===== config.mk =====
export PLATFORM = sky130hd
export DESIGN_NAME = dw3_21_gen
export DESIGN_NICKNAME = d
export VERILOG_FILES = /design/src/rtl/dw3_21_gen.sv
export SDC_FILE = /design/constraint.sdc
export NUM_CORES = 1
export LEC_CHECK = 0
export BUFFER_PORTS_ARGS = -buffer_cell sky130_fd_sc_hd__buf_2
export CAP_MARGIN = 20
export CORE_AREA = 2 2 156 158
export CTS_CLUSTER_DIAMETER = 150
export DETAILED_ROUTE_END_ITERATION = 12
export DIE_AREA = 0 0 158 160
export GPL_TIMING_DRIVEN = 0
export PLACE_DENSITY = 0.66
export REMOVE_ABC_BUFFERS = 1
export SYNTH_ARGS = -nofsm -noshare
export SYNTH_HDL_FRONTEND = slang
export SYNTH_SLANG_ARGS = --single-unit
export TNS_END_PERCENT = 30

===== constraint.sdc =====
create_clock -name clk -period 6.53 [get_ports clk]
set_input_delay 0.3265 -clock clk [delete_from_list [all_inputs] [get_ports clk]]
set_output_delay 0.3265 -clock clk [all_outputs]
set_load 0.05 [all_outputs]

===== src/rtl/dw3_21_gen.sv =====
// dw3_21_gen -- delta-weight generator for hidden-to-output weight w3_21.
//
// Purpose:
//   Sequences one weight initialisation followed by N_UPDATES weight updates.
//   Each update takes one (delta3_2, a2_1) operand pair over a valid/ready
//   handshake. It then computes dw3_21 = LR * delta3_2 * a2_1 in signed Q6.10
//   using two registered multiply stages. Each stage rounds by floor
//   (arithmetic shift right by 10).
//
// Parameters:
//   LR         learning rate, signed Q6.10 (512 = 0.5)
//   N_UPDATES  updates issued per run (1..65535)
//
// Configuration macro:
//   DW_SAT_EN  when defined, each shifted product saturates to the 16-bit
//              signed range; otherwise it wraps (low 16 bits kept).
//
// Ports:
//   clk             rising-edge clock
//   reset           asynchronous, active-low reset
//   start           one-cycle run request, honoured in IDLE/DONE only
//   delta3_2        error term, signed Q6.10
//   a2_1            hidden activation, signed Q6.10
//   in_valid        operand pair valid
//   in_ready        high only while waiting for an operand pair
//   dw3_21          delta weight, signed Q6.10, holds between updates
//   select_initial  one-cycle pulse loading the initial weight
//   select_update   one-cycle pulse applying dw3_21
//   busy            high in every state except IDLE and DONE
//   done            high when the run has completed
//   update_count    updates issued in the current run

module dw3_21_gen #(
  parameter logic signed [15:0] LR        = 16'sd512,
  parameter int unsigned        N_UPDATES = 4
) (
  input  logic               clk,
  input  logic               reset,
  input  logic               start,
  input  logic signed [15:0] delta3_2,
  input  logic signed [15:0] a2_1,
  input  logic               in_valid,
  output logic               in_ready,
  output logic signed [15:0] dw3_21,
  output logic               select_initial,
  output logic               select_update,
  output logic               busy,
  output logic               done,
  output logic        [15:0] update_count
);

  typedef enum logic [2:0] {
    IDLE  = 3'd0,
    INIT  = 3'd1,
    WAIT  = 3'd2,
    MUL1  = 3'd3,
    MUL2  = 3'd4,
    ISSUE = 3'd5,
    DONE  = 3'd6
  } state_t;

  localparam logic [15:0] LAST_COUNT = 16'(N_UPDATES);

  state_t state;
  state_t next_state;

  logic in_ready_nxt;
  logic select_initial_nxt;
  logic select_update_nxt;
  logic busy_nxt;
  logic done_nxt;

  logic signed [15:0] op_delta;
  logic signed [15:0] op_a;
  logic signed [15:0] q1;
  logic signed [31:0] p1;
  logic signed [31:0] p2;

  logic handshake;
  logic run_request;

  // Floor-rounded Q6.10 rescale of a 32-bit product back to 16 bits. The
  // out-of-range behaviour is selected at build time.
  function automatic logic signed [15:0] shift_reduce(input logic signed [31:0] p);
`ifdef DW_SAT_EN
    if ((p >>> 10) > 32'sd32767) begin
      return 16'sh7FFF;
    end else if ((p >>> 10) < -32'sd32768) begin
      return 16'sh8000;
    end else begin
      return 16'(p >>> 10);
    end
`else
    return 16'(p >>> 10);
`endif
  endfunction

  // in_ready is a registered decode of the WAIT state, so it doubles as the
  // "we are in WAIT" qualifier for the handshake.
  assign handshake   = in_valid && in_ready;
  assign run_request = start && ((state == IDLE) || (state == DONE));

  // Full 32-bit signed products; operands are sign-extended explicitly so the
  // multiply is evaluated at full width.
  assign p1 = $signed({{16{op_delta[15]}}, op_delta}) * $signed({{16{op_a[15]}}, op_a});
  assign p2 = $signed({{16{q1[15]}}, q1}) * $signed({{16{LR[15]}}, LR});

  // Next-state logic plus the state-decoded outputs. The decodes are taken
  // from next_state so that, once registered, each output lines up exactly
  // with the cycle spent in its state.
  always_comb begin
    next_state = state;
    case (state)
      IDLE:    if (start)     next_state = INIT;
      INIT:                   next_state = WAIT;
      WAIT:    if (handshake) next_state = MUL1;
      MUL1:                   next_state = MUL2;
      MUL2:                   next_state = ISSUE;
      ISSUE:   next_state = (update_count == LAST_COUNT) ? DONE : WAIT;
      DONE:    if (start)     next_state = INIT;
      default:                next_state = IDLE;
    endcase

    in_ready_nxt       = (next_state == WAIT);
    select_initial_nxt = (next_state == INIT);
    select_update_nxt  = (next_state == ISSUE);
    busy_nxt           = (next_state != IDLE) && (next_state != DONE);
    done_nxt           = (next_state == DONE);
  end

  // State register and registered control outputs.
  always_ff @(posedge clk or negedge reset) begin
    if (!reset) begin
      state          <= IDLE;
      in_ready       <= 1'b0;
      select_initial <= 1'b0;
      select_update  <= 1'b0;
      busy           <= 1'b0;
      done           <= 1'b0;
    end else begin
      state          <= next_state;
      in_ready       <= in_ready_nxt;
      select_initial <= select_initial_nxt;
      select_update  <= select_update_nxt;
      busy           <= busy_nxt;
      done           <= done_nxt;
    end
  end

  // Datapath: operand capture, the two multiply stages and the update
  // counter. The counter is bumped on entry to ISSUE so its new value is
  // visible alongside select_update, and ISSUE can compare it directly
  // against the run length.
  always_ff @(posedge clk or negedge reset) begin
    if (!reset) begin
      op_delta     <= '0;
      op_a         <= '0;
      q1           <= '0;
      dw3_21       <= '0;
      update_count <= '0;
    end else begin
      if (handshake) begin
        op_delta <= delta3_2;
        op_a     <= a2_1;
      end
      if (state == MUL1) begin
        q1 <= shift_reduce(p1);
      end
      if (state == MUL2) begin
        dw3_21 <= shift_reduce(p2);
      end
      if (run_request) begin
        update_count <= '0;
      end else if (state == MUL2) begin
        update_count <= update_count + 16'd1;
      end
    end
  end

endmodule


==> run metrics <==
status finished clean; row count 57; fin nets 1,524; detailed-route DRC error count 0; number of synthesized flops with an enable pin 0; Layout area overhead 9.020%; final WL 24,510 um; cts bufs inserted 9; Mapped Cells 1,162; clock buffer depth 2; Via Count 7,668; Synth Area per Inst 9.849 um^2; Initial DRT Pass Iterations 4; Worst-Margin Slew 0.9510 ns; fraction of layout cells with a size suffix above 1 0.1412; DP Cell Count 1,518; metal1 wirelength 10,050 um; ys flop type dfrtp_1; Max Clock Freq 160.8 MHz; fin crit share 0.9521; Die ar. 25,280 um^2; CTS HTree Levels 3; crit end category flop; final hold violations 0; Placed Instance Area 12,130 um^2; CP arrival 6.46 ns; RR Startpoint op_a[1]$_DFFE_PN0P_; Filler cells 2,249; Die X 158 um; Cell variety after synth 47; WP data required 6.77 ns; IO Port Bufs 72; Synth async-reset ratio 1.000; worst slew margin relative to its limit 0.3645; TNS Setup 0 ns; final-report setup violation count 0; max-slew violations 0; RD Place Congestion 0.8380; drt initial violations 362; worst setup path start op_a[1]$_DFFE_PN0P_; design area 12,480 um^2; IO Count 73; largest net degree at the start of global routing 67; MaxCap Viol Count 0; drt wl/cell 15.97 um; antenna violations before repair 0; clk_skew 0.009505 ns; minimum clock period after layout 6.217 ns; total core area 23,820 um^2; Seq/Total Area, Yosys 0.1880; antenna-violating nets left 0; number of global-route vias before repair 8,514; Hold Crit Start delta3_2[11]; Total Routing Usage GR 0.2167; Final Non-Filler Cells 1,535; CTS tree built; Yosys reg bits 86; DR top layer met4; crit path max fanout 17; CTS clk-pin slew, worst paths 0.07 ns; Root Buffer clkbuf_16; first-pass GRT wire length 42,850 um; worst-skew pair later-pin latency 0.35 ns; RSZ-0062 raised after global routing no; routed length on met3 844 um; metal2 WL 13,110 um; dpl hpwl 19,080 um; Syn. warnings 0; grt total ovfl 0; Setup Buffers After CTS 0; Mapped Area 11,440 um^2; Critical Path Source Type flop; antenna cells 0; CP Class flop to flop; clock sinks 86; Vias/cell 4.995; Hold WC Path Type input port to flop; Initial Util 0.4805; Die Y 160 um
==> synthesized netlist by cell type (2+ instances only) <==
library cell,n,area (um^2)
inv_1,271,1017
fa_1,208,4164
nand2_1,133,499.2
and2_1,115,719.4
dfrtp_1,86,2152
ha_1,74,925.9
mux2_2,51,574.3
clkbuf_1,37,138.9
xnor2_1,31,271.5
nor2_1,28,105.1
a21oi_1,18,90.09
o21ai_0,13,65.06
xor2_1,13,113.9
nand3_1,8,40.04
nand4_1,8,50.05
nand2b_1,6,37.54
buf_1,5,18.77
nor2b_1,5,31.28
nor3_1,4,20.02
nor4_1,4,25.02
or3_1,4,25.02
a211oi_1,3,22.52
and3_1,3,18.77
o21bai_1,3,22.52
a2111oi_4,2,55.05
a211o_1,2,17.52
and4_1,2,17.52
mux2i_1,2,20.02
nor4b_1,2,17.52
o21a_1,2,15.01
o21ai_2,2,17.52
or2_1,2,12.51
==> registers in the layout (all words and copies together), names as in the netlist, 3 cells and up <==
signal,flops
dw3_21,15
op_a,16
op_delta,16
q1,15
state,3
update_count,16
==> timing repair <==
action,4_1_cts,5_1_grt
hold endpoints to repair,20,0
endpoints found under the setup margin,0,9
hold buffers,1,0
resized for setup,0,20
==> worst max-delay path: stages (launching register included) <==
cell and delay [ns]:
dfrtp_4 0.59, nand2_1 0.13, inv_1 0.10, fa_1 0.54, inv_1 0.05, fa_1 0.53, inv_1 0.05, fa_1 0.49
inv_1 0.05, fa_1 0.54, fa_1 0.43, fa_1 0.52, inv_1 0.05, ha_1 0.37, nand3_1 0.12, nor2_1 0.13
nand4_1 0.15, a211o_1 0.38, a2111oi_4 0.39, nor2_1 0.09, xnor2_1 0.13, mux2_2 0.25
==> per-stage QoR <==
stage	setup slack [ns]	utilization	hold slack, ns
final	0.3130	0.5238	0.2000
after global routing	0.02285	0.5238	0.1959
after CTS	0.09982	0.5224	0.1912
after detailed placement	0.1226	0.5094	0.2527
after global placement	0.1238	0.5057	0.4618
after floorplan	0.7602	-	0.03091
==> worst paths after layout <==
kind	slack, ns	to	cells past startpoint
setup / recovery	0.31	q1[14]$_DFFE_PN0N_	21
hold reg to reg	0.49	q1[13]$_DFFE_PN0N_	2
min in group asynchronous	0.42	dw3_21[1]$_DFFE_PN0P_	2
setup reg to reg	0.31	q1[14]$_DFFE_PN0N_	21
max in group asynchronous	5.46	op_a[7]$_DFFE_PN0P_	3
hold / removal	0.20	op_delta[11]$_DFFE_PN0P_	2
==> cell families after synthesis <==
kind of cell / after synthesis / synth area share
simple gates: 326 / 0.1430
buf+inv: 315 / 0.1036
fa+ha+maj: 282 / 0.4447
flops: 86 / 0.1880
compound gates: 56 / 0.03498
mux: 53 / 0.05193
xor+xnor: 44 / 0.03367
==> area by class of cell <==
| cell class | instances | area (um^2) | area share |
|---|---|---|---|
| sequential | 86 | 2176 | 0.1744 |
| timing repair buffer | 76 | 439.2 | 0.03520 |
| clock inverter | 7 | 73.82 | 0.005917 |
| clock buffer | 9 | 225.2 | 0.01805 |
| tap | 324 | 405.4 | 0.03249 |
| inverter | 272 | 1021 | 0.08183 |
| multi-input combinational | 761 | 8137 | 0.6521 |
==> cells in the final DEF, fill, tap and decap left out, types with 2 or more instances in the layout <==
master	netlist	routed
clkbuf_16	0	9
a211o_1	2	2
nor3_1	4	4
nand3_1	8	8
mux2i_1	2	2
and3_1	3	3
and4_1	2	2
buf_2	0	71
inv_8	0	2
xor2_1	13	13
o21a_1	2	2
o21ai_0	13	13
a2111oi_4	2	2
nand2b_1	6	6
clkinv_4	0	3
nor2b_1	5	5
nor4_1	4	4
nor2_1	28	27
dfrtp_1	86	69
o21ai_2	2	2
dfrtp_2	0	16
xnor2_1	31	31
nor4b_1	2	2
ha_1	74	74
or2_1	2	2
o21bai_1	3	3
a211oi_1	3	3
a21oi_1	18	17
inv_1	271	271
or3_1	4	4
nand2_1	133	132
fa_1	208	208
and2_1	115	115
mux2_2	51	51
buf_16	0	2
nand4_1	8	8
==> per-layer routing <==
layer	global-route usage	up-vias
li1	-	3543
met1	0.2818	3960
met2	0.3854	133
met3	0.02415	32
met4	0.05528	0
met5	0	-
Power is left out: the tool's default activity adds up to more than one toggle a clock period on the data nets, which glitch-free logic cannot reach.
